--- config.mk ---
export PLATFORM = sky130hd
export DESIGN_NAME = comparador_serial_arbitrado
export DESIGN_NICKNAME = d
export VERILOG_FILES = /design/src/rtl/comparador_serial_arbitrado.sv
export SDC_FILE = /design/constraint.sdc
export NUM_CORES = 1
export LEC_CHECK = 0
export ABC_AREA = 1
export BUFFER_PORTS_ARGS = -buffer_cell sky130_fd_sc_hd__buf_2
export CORE_AREA = 2 2 55 57
export DETAILED_ROUTE_END_ITERATION = 10
export DIE_AREA = 0 0 57 59
export GPL_TIMING_DRIVEN = 1
export PLACE_DENSITY = 0.8
export SYNTH_ARGS = -nofsm -noshare
export SYNTH_HDL_FRONTEND = slang
export SYNTH_SLANG_ARGS = --single-unit
--- constraint.sdc ---
create_clock -name clock -period 3.6 [get_ports clock]
set_input_delay 0.36 -clock clock [delete_from_list [all_inputs] [get_ports clock]]
set_output_delay 0.36 -clock clock [all_outputs]
set_load 0.02 [all_outputs]
--- src/rtl/comparador_serial_arbitrado.sv ---
// comparador_serial_arbitrado
//   One bit-serial magnitude comparator shared by two requesters through a
//   round-robin arbiter. The granted operands are latched and scanned
//   MSB-first, one bit per clock, stopping at the first differing bit.
//
// Ports
//   clock, reset      : clock, synchronous active-high reset
//   req0, a0, b0      : requester 0 request level and operands
//   req1, a1, b1      : requester 1 request level and operands
//   ack0, ack1        : one-cycle grant pulse (first COMPARA cycle)
//   busy              : transaction in progress (state != IDLE)
//   done              : one-cycle result-valid pulse (FIM state)
//   done_id           : owner of the current/last result
//   IG, MA, ME        : A==B, A>B, A<B of the last completed transaction
//   ciclos            : bit steps used by the last completed transaction
module comparador_serial_arbitrado #(
  parameter  int WIDTH = 4,
  localparam int CW    = $clog2(WIDTH+1)
) (
  input  logic             clock,
  input  logic             reset,
  input  logic             req0,
  input  logic [WIDTH-1:0] a0,
  input  logic [WIDTH-1:0] b0,
  input  logic             req1,
  input  logic [WIDTH-1:0] a1,
  input  logic [WIDTH-1:0] b1,
  output logic             ack0,
  output logic             ack1,
  output logic             busy,
  output logic             done,
  output logic             done_id,
  output logic             IG,
  output logic             MA,
  output logic             ME,
  output logic [CW-1:0]    ciclos
);

  localparam int IW = (WIDTH > 1) ? $clog2(WIDTH) : 1;

  typedef enum logic [1:0] {S_IDLE, S_COMPARA, S_FIM} state_t;

  state_t           state_q, state_d;
  logic [WIDTH-1:0] a_q, a_d, b_q, b_d;
  logic [IW-1:0]    idx_q, idx_d;
  logic [CW-1:0]    cnt_q, cnt_d;
  logic             owner_q, owner_d;
  logic             ultimo_q, ultimo_d;
  logic             ack0_q, ack0_d, ack1_q, ack1_d;
  logic             ig_q, ig_d, ma_q, ma_d, me_q, me_d;
  logic [CW-1:0]    ciclos_q, ciclos_d;
  logic             done_id_q, done_id_d;

  logic             gnt1;
  logic             bit_a, bit_b;
  logic [CW-1:0]    steps;

  always_ff @(posedge clock) begin
    if (reset) begin
      state_q   <= S_IDLE;
      a_q       <= '0;
      b_q       <= '0;
      idx_q     <= '0;
      cnt_q     <= '0;
      owner_q   <= 1'b0;
      ultimo_q  <= 1'b1;
      ack0_q    <= 1'b0;
      ack1_q    <= 1'b0;
      ig_q      <= 1'b0;
      ma_q      <= 1'b0;
      me_q      <= 1'b0;
      ciclos_q  <= '0;
      done_id_q <= 1'b0;
    end else begin
      state_q   <= state_d;
      a_q       <= a_d;
      b_q       <= b_d;
      idx_q     <= idx_d;
      cnt_q     <= cnt_d;
      owner_q   <= owner_d;
      ultimo_q  <= ultimo_d;
      ack0_q    <= ack0_d;
      ack1_q    <= ack1_d;
      ig_q      <= ig_d;
      ma_q      <= ma_d;
      me_q      <= me_d;
      ciclos_q  <= ciclos_d;
      done_id_q <= done_id_d;
    end
  end

  // Requester 1 wins when it is alone, or on a tie when 0 was served last.
  assign gnt1  = req1 & (~req0 | ~ultimo_q);
  assign bit_a = a_q[idx_q];
  assign bit_b = b_q[idx_q];
  assign steps = cnt_q + CW'(1);

  always_comb begin
    state_d   = state_q;
    a_d       = a_q;
    b_d       = b_q;
    idx_d     = idx_q;
    cnt_d     = cnt_q;
    owner_d   = owner_q;
    ultimo_d  = ultimo_q;
    ack0_d    = 1'b0;
    ack1_d    = 1'b0;
    ig_d      = ig_q;
    ma_d      = ma_q;
    me_d      = me_q;
    ciclos_d  = ciclos_q;
    done_id_d = done_id_q;
    case (state_q)
      S_IDLE: begin
        if (req0 | req1) begin
          a_d      = gnt1 ? a1 : a0;
          b_d      = gnt1 ? b1 : b0;
          owner_d  = gnt1;
          ultimo_d = gnt1;
          idx_d    = IW'(WIDTH-1);
          cnt_d    = '0;
          ack0_d   = ~gnt1;
          ack1_d   = gnt1;
          state_d  = S_COMPARA;
        end
      end
      S_COMPARA: begin
        cnt_d = steps;
        // First differing bit from the top decides; equal all the way down is IG.
        if (bit_a != bit_b || idx_q == '0) begin
          ig_d      = (bit_a == bit_b);
          ma_d      = bit_a & ~bit_b;
          me_d      = ~bit_a & bit_b;
          ciclos_d  = steps;
          done_id_d = owner_q;
          state_d   = S_FIM;
        end else begin
          idx_d = idx_q - IW'(1);
        end
      end
      S_FIM:   state_d = S_IDLE;
      default: state_d = S_IDLE;
    endcase
  end

  assign ack0    = ack0_q;
  assign ack1    = ack1_q;
  assign busy    = (state_q != S_IDLE);
  assign done    = (state_q == S_FIM);
  assign done_id = done_id_q;
  assign IG      = ig_q;
  assign MA      = ma_q;
  assign ME      = me_q;
  assign ciclos  = ciclos_q;

endmodule

==> results of run 1 <==
==> final cells by class <==
class | instances | area [um^2] | area share [%]
Inverter | 33 | 128.9 | 8.714
Timing Repair Buffer | 30 | 150.1 | 10.15
Multi-Input combinational cell | 122 | 604.3 | 40.86
Tap cell | 31 | 38.79 | 2.623
Sequential cell | 26 | 520.5 | 35.19
Clock buffer | 4 | 36.28 | 2.453
==> layer usage <==
| metal | share of wire (%) | vias to the layer above |
|---|---|---|
| met2 | 44 | 27 |
| li1 | - | 627 |
| met3 | 5.5 | 2 |
| met4 | 1.1 | 0 |
| met1 | 49 | 445 |
| met5 | 0 | - |
==> registers in the layout, indices dropped and copies added (netlist names), 2 cells and up <==
| register | cells |
|---|---|
| a_q | 4 |
| idx_q | 2 |
| cnt_q | 3 |
| ciclos | 3 |
| state_q | 2 |
| b_q | 4 |
==> logic make-up after synthesis <==
family                     Yosys count  share of synthesized area [%]
and+or+nand+nor                    104                          37.24
buffers and inverters               37                          12.12
DFF                                 26                          40.66
AOI/OAI and AO/OA                   14                          6.060
adders and majority gates            4                          3.910
==> placed cells by master, fill, tap and decap left out, types with 2 or more instances in the layout <==
cell type and instances:
inv_1 30, dfxtp_1 26, nand3_1 21, nor2_4 2
ha_1 4, nor2_1 22, inv_2 2, buf_2 30
nand2_1 52, o211ai_1 3, o21ai_0 6, a21oi_1 4
clkbuf_4 3, nand2_4 2
==> worst max-delay path: stages, from the launching register on <==
cell and delay, ns:
dfxtp_1 0.36, inv_1 0.17, nor2_1 0.06, nor2_1 0.08
o21ai_0 0.08, nand2_1 0.08, inv_1 0.05, ha_1 0.29
inv_1 0.04, nor2_1 0.18, nand2_1 0.11, nand2_1 0.09
nor2_1 0.05, nor2_1 0.09
==> per-stage QoR <==
step	setup slack (ns)	area [um^2]	hold WS, ns
after global placement	1.940	1443	0.4413
after detailed placement	1.862	1443	0.4535
after CTS	1.789	1479	0.2984
after global routing	1.591	1479	0.3248
final	1.817	1479	0.2976
after floorplan	2.043	1280	0.4436
==> cell usage after synthesis, types with 2 or more instances <==
cell	n	area (um^2)
a21oi_1	4	20.02
o211ai_1	3	22.52
dfxtp_1	26	520.5
nor2_1	22	82.58
nand2_1	52	195.2
ha_1	4	50.05
inv_2	2	7.510
nand2_4	2	22.52
nor2_4	2	22.52
inv_1	30	112.6
buf_2	3	15.01
o21ai_0	6	30.03
nand3_1	21	105.1
==> worst paths after layout <==
check	from	end	slack, ns	depth (start not counted)
hold / removal	a1[2]	a_q[2]	0.30	5
hold reg to reg	owner_q	owner_q	0.48	2
setup reg to reg	idx_q[0]	idx_q[1]	1.82	13
setup / recovery	idx_q[0]	idx_q[1]	1.82	13
==> power groups by stage <==
| stage | combinational, mW | clock (mW) | sequential [mW] |
|---|---|---|---|
| after floorplan | 0.228 | 0 | 0.412 |
| after global placement | 0.320 | 0 | 0.387 |
| after detailed placement | 0.326 | 0 | 0.390 |
| after CTS | 0.328 | 0.152 | 0.383 |
| after global routing | 0.371 | 0.161 | 0.390 |
| final | 0.323 | 0.148 | 0.382 |
==> flow_summary.yaml, run 1 <==
sta:
  setup-tns-final_ns: 0
  max_slew_margin_pct: 61.30
  setup_viol: 0
  rsz0062_at_grt: "false"
  slew_viol_final: 0
  fmax_ghz: 0.5607
  period_needed_ns: 1.783
  worstMarginPinSlew_ns: 0.5798
  finalHoldViolations: 0
  period_share_pct: 49.54
  fin_skew_ns: 0.004142
power_and_ir_drop:
  internal-power_mw: 0.5183
  leakagePower_nw: 0.8334
  p_clk_share_pct: 17.3
  p_seq_share_pct: 44.8
  cellPowerDensity_nw_per_um2: 577.1
  p_total_mw: 0.8534
  p_sw_share_pct: 39.27
  combPwrFrac_pct: 37.9
  switchingPower_mw: 0.3351
  vdd_ir_drop_max_uv: 273.5
placed_design:
  port_buffers: 30
  dpl.hpwl_um: 1690
  place.gp.congestion: 0.7567
  placed_cells: 242
floorplan:
  dieArea_um2: 3363
  die_height_um: 59
  core-area_um2: 2710
  initial_core_util_pct: 47.23
  die_w_um: 57
  ios: 31
  rows: 19
yosys:
  synthDistinctLibCells: 21
  syn_avg_cell_area_um2: 6.919
  ys.warnings.count: 0
  synth_edf_count: 0
  ys_ff_latch: 26
  synth-seq-area-share_pct: 40.66
  syn-cell-area_um2: 1280
  syn_inst: 185
  synth_top_flop_cell: "dfxtp_1"
  async_reset_ff_share_pct: 0
  synth_fp_nets: 209
cts:
  cts_buffers: 3
  clkSinkCount: 26
  clk_pin_slew_ns: 0.14
  h-tree-depth: 1
  cts_buffer_depth: 2
  cts_tree: "yes"
  cts_root_buf: "clkbuf_4"
  post_cts_buffers: 0
  post_cts_resized: 0
  cts_hold_buffers: 0
  clock_latency_ns: 0.32
global_routing:
  grtUsageMet1_pct: 18.48
  met3_usage_pct: 2.838
  grt_usage_pct: 14.49
  grt.busiest_layer: "met2"
  antenna_found_initial: 0
  grt_pass1_vias: 938
  grt.overflow.total: 0
  grt_pass1_wl_um: 3857
  grt_max_degree: 21
  grt_util_met2_pct: 24.63
route:
  vias: 1101
  drc: 0
  vias_per_cell: 4.476
  drt-initial-drc-count: 34
  ant_nets: 0
  first_pass_iters: 4
  wl_per_cell_um: 9.171
  wl_um: 2256
finish:
  antennaDiodeCount: 0
  synthToLayoutAreaGrowth_pct: 15.54
  finish.utilization_pct: 54.57
  final_cells: 246
  layout-drive-gt1-share_pct: 20.93
  nNetsFinal: 240
  fillers: 306
worst_setup_path:
  start_kind: "register"
  crit_type: "register to register"
  crit_fanout: 7
  end_kind: "register"
  worstPathArrival_ns: 2.06
  required_ns: 3.88
hold_path:
  hold_class: "input pin to register"
run_status:
  outcome: "finished, final reports clean"
run:
  max_cap_viol_count: 0
Power figures use the tool's default switching activity.
==> run 2, diff against run 1 <==
--- a/config.mk
+++ b/config.mk
@@ -7,9 +7,9 @@
 export LEC_CHECK = 0
 export ABC_AREA = 1
 export BUFFER_PORTS_ARGS = -buffer_cell sky130_fd_sc_hd__buf_2
-export CORE_AREA = 2 2 55 57
+export CORE_AREA = 2 2 56 58
 export DETAILED_ROUTE_END_ITERATION = 10
-export DIE_AREA = 0 0 57 59
+export DIE_AREA = 0 0 58 60
 export GPL_TIMING_DRIVEN = 1
 export PLACE_DENSITY = 0.8
 export SYNTH_ARGS = -nofsm -noshare
==> constraint.sdc (replaced) <==
create_clock -name clock -period 1.5 [get_ports clock]
set_input_delay 0.15 -clock clock [delete_from_list [all_inputs] [get_ports clock]]
set_output_delay 0.15 -clock clock [all_outputs]
set_load 0.02 [all_outputs]
==> run 2 against run 1 <==
Against the previous run:
- the run now ends with setup timing left
- setup slack got worse by 1.9 ns
- via count grew 7.3%
- clock skew down 0.0014 ns
- first-iteration DRC count down 38%
- utilization grew 2.1 points
- flip-flop and latch count is the same
- critical path depth did not move
- clock power is 130% higher
- combinational power grew to 3.5 times the previous value
- sequential share of layout area down 3.5 points
- critical path type unchanged
==> flow_summary.yaml, run 2 (synthesized netlist as in run 1, its figures left out) <==
sta:
  setup_viol: 8
  period_share_pct: 105.1
  fmax_ghz: 0.6344
  period_needed_ns: 1.576
  slew_viol_final: 0
  rsz0062_at_grt: "true"
  finalWorstSetupSlack_ns: -0.07626
  finalHoldViolations: 0
  fin_skew_ns: 0.002756
  max_slew_margin_pct: 61.80
  worstMarginPinSlew_ns: 0.5724
worst_setup_path:
  crit_type: "register to register"
  start_kind: "register"
  worstPathArrival_ns: 1.84
  end_kind: "register"
  crit_fanout: 8
  required_ns: 1.76
finish:
  final_common_cell: "nand2_1"
  fillers: 287
  layout-drive-gt1-share_pct: 33.48
  nNetsFinal: 249
  mostFrequentLayoutCells: "nand2_1, buf_2, inv_1, dfxtp_1, nand3_1"
  antennaDiodeCount: 0
  largestRegisters: "a_q x4, b_q x4"
  multi_input_area_um2: 685.7
  finish.utilization_pct: 56.64
  final_cells: 257
  synthToLayoutAreaGrowth_pct: 28.45
  seq_area_um2: 521.8
route:
  route.met2.wl_um: 1242
  ant_nets: 0
  met3_length_um: 89
  met1_length_um: 1043
  wl_per_cell_um: 9.339
  first_pass_iters: 3
  vias_per_cell: 4.595
  drt-initial-drc-count: 21
  drc: 0
  top_layer: "met4"
  wl_um: 2400
  vias: 1181
power_and_ir_drop:
  vdd_ir_drop_max_uv: 921.3
  cellPowerDensity_nw_per_um2: 1467
  p_total_mw: 2.411
  leakagePower_nw: 0.8871
floorplan:
  ios: 31
  die_height_um: 60
  die_w_um: 58
  rows: 20
  dieArea_um2: 3480
  initial_core_util_pct: 44.09
  core-area_um2: 2903
run_status:
  outcome: "complete, but fails checks"
  violations: "setup timing"
placed_design:
  pre_cts_slack_ns: -0.1287
  place.gp.congestion: 0.7804
  dpl.hpwl_um: 1764
  port_buffers: 30
  placed_cells: 248
global_routing:
  grt_pass1_vias: 1035
  grt_max_degree: 21
  grt.overflow.total: 0
  antenna_found_initial: 0
  grt_usage_pct: 14.92
  grt_pass1_wl_um: 4057
cts:
  clk_pin_slew_ns: 0.13
  cts_tree: "yes"
  clock_latency_ns: 0.31
  cts_buffer_depth: 2
  cts_root_buf: "clkbuf_4"
  cts_buffers: 3
  h-tree-depth: 1
  cts_hold_buffers: 0
  clkSinkCount: 26
hold_path:
  hold_class: "input pin to register"
run:
  max_cap_viol_count: 0
## run 2: path summary, 6_finish.rpt
path                 start         to  slack [ns]  depth (start not counted)
setup / recovery  idx_q[0]  ciclos[2]       -0.08                         13
hold / removal       a1[2]     a_q[2]        0.11                          5
setup reg to reg  idx_q[0]  ciclos[2]       -0.08                         13
hold reg to reg     a_q[2]     a_q[2]        0.48                          2
## run 2: layer usage
layer	vias up	GRT usage, %
li1	647	-
met1	508	16.13
met2	22	28.57
met3	4	3.247
met4	0	4.983
met5	-	0
## run 2: final cells by class
type,count,share of cell area [%]
clock buffer,4,2.207
inverter,33,8.600
multi-input combinational,122,41.70
sequential,26,31.74
tap,33,2.511
timing repair buffer,39,13.24
## run 2: through the flow
| step | area [um^2] | setup TNS [ns] | hold WS (ns) |
|---|---|---|---|
| 2_1_floorplan | 1282 | -0.03841 | 0.3342 |
| 3_3_place_gp | 1478 | -0.4371 | 0.4243 |
| 3_5_place_dp | 1478 | -0.9176 | 0.4327 |
| 4_1_cts | 1580 | -0.2756 | 0.09343 |
| 5_1_grt | 1644 | -1.157 | 0.1199 |
| 6_report | 1644 | -0.3938 | 0.1055 |
## run 2: critical path: stages, from the launching register on
cell      delay [ns]
dfxtp_2         0.36
inv_4           0.08
nor2_2          0.03
nor2_1          0.12
o21ai_2         0.07
nand2_2         0.08
inv_2           0.05
ha_4            0.29
nand2_4         0.07
nand2_8         0.10
clkinv_8        0.07
nand2_2         0.05
nand2_1         0.04
nor2_1          0.11
## run 2: timing repair
action	CTS	global route
pin swaps	9	9
endpoints found under the setup margin	10	10
buffers inserted	4	1
resized for setup	12	18
gates cloned	0	0
## run 2: where the power goes
group / switching (mW) / leakage, nW / total (mW) / internal (mW)
combinational: 0.666 / 0.652 / 1.14 / 0.474
clock: 0.195 / 0.0210 / 0.343 / 0.148
sequential: 0.0983 / 0.214 / 0.928 / 0.830
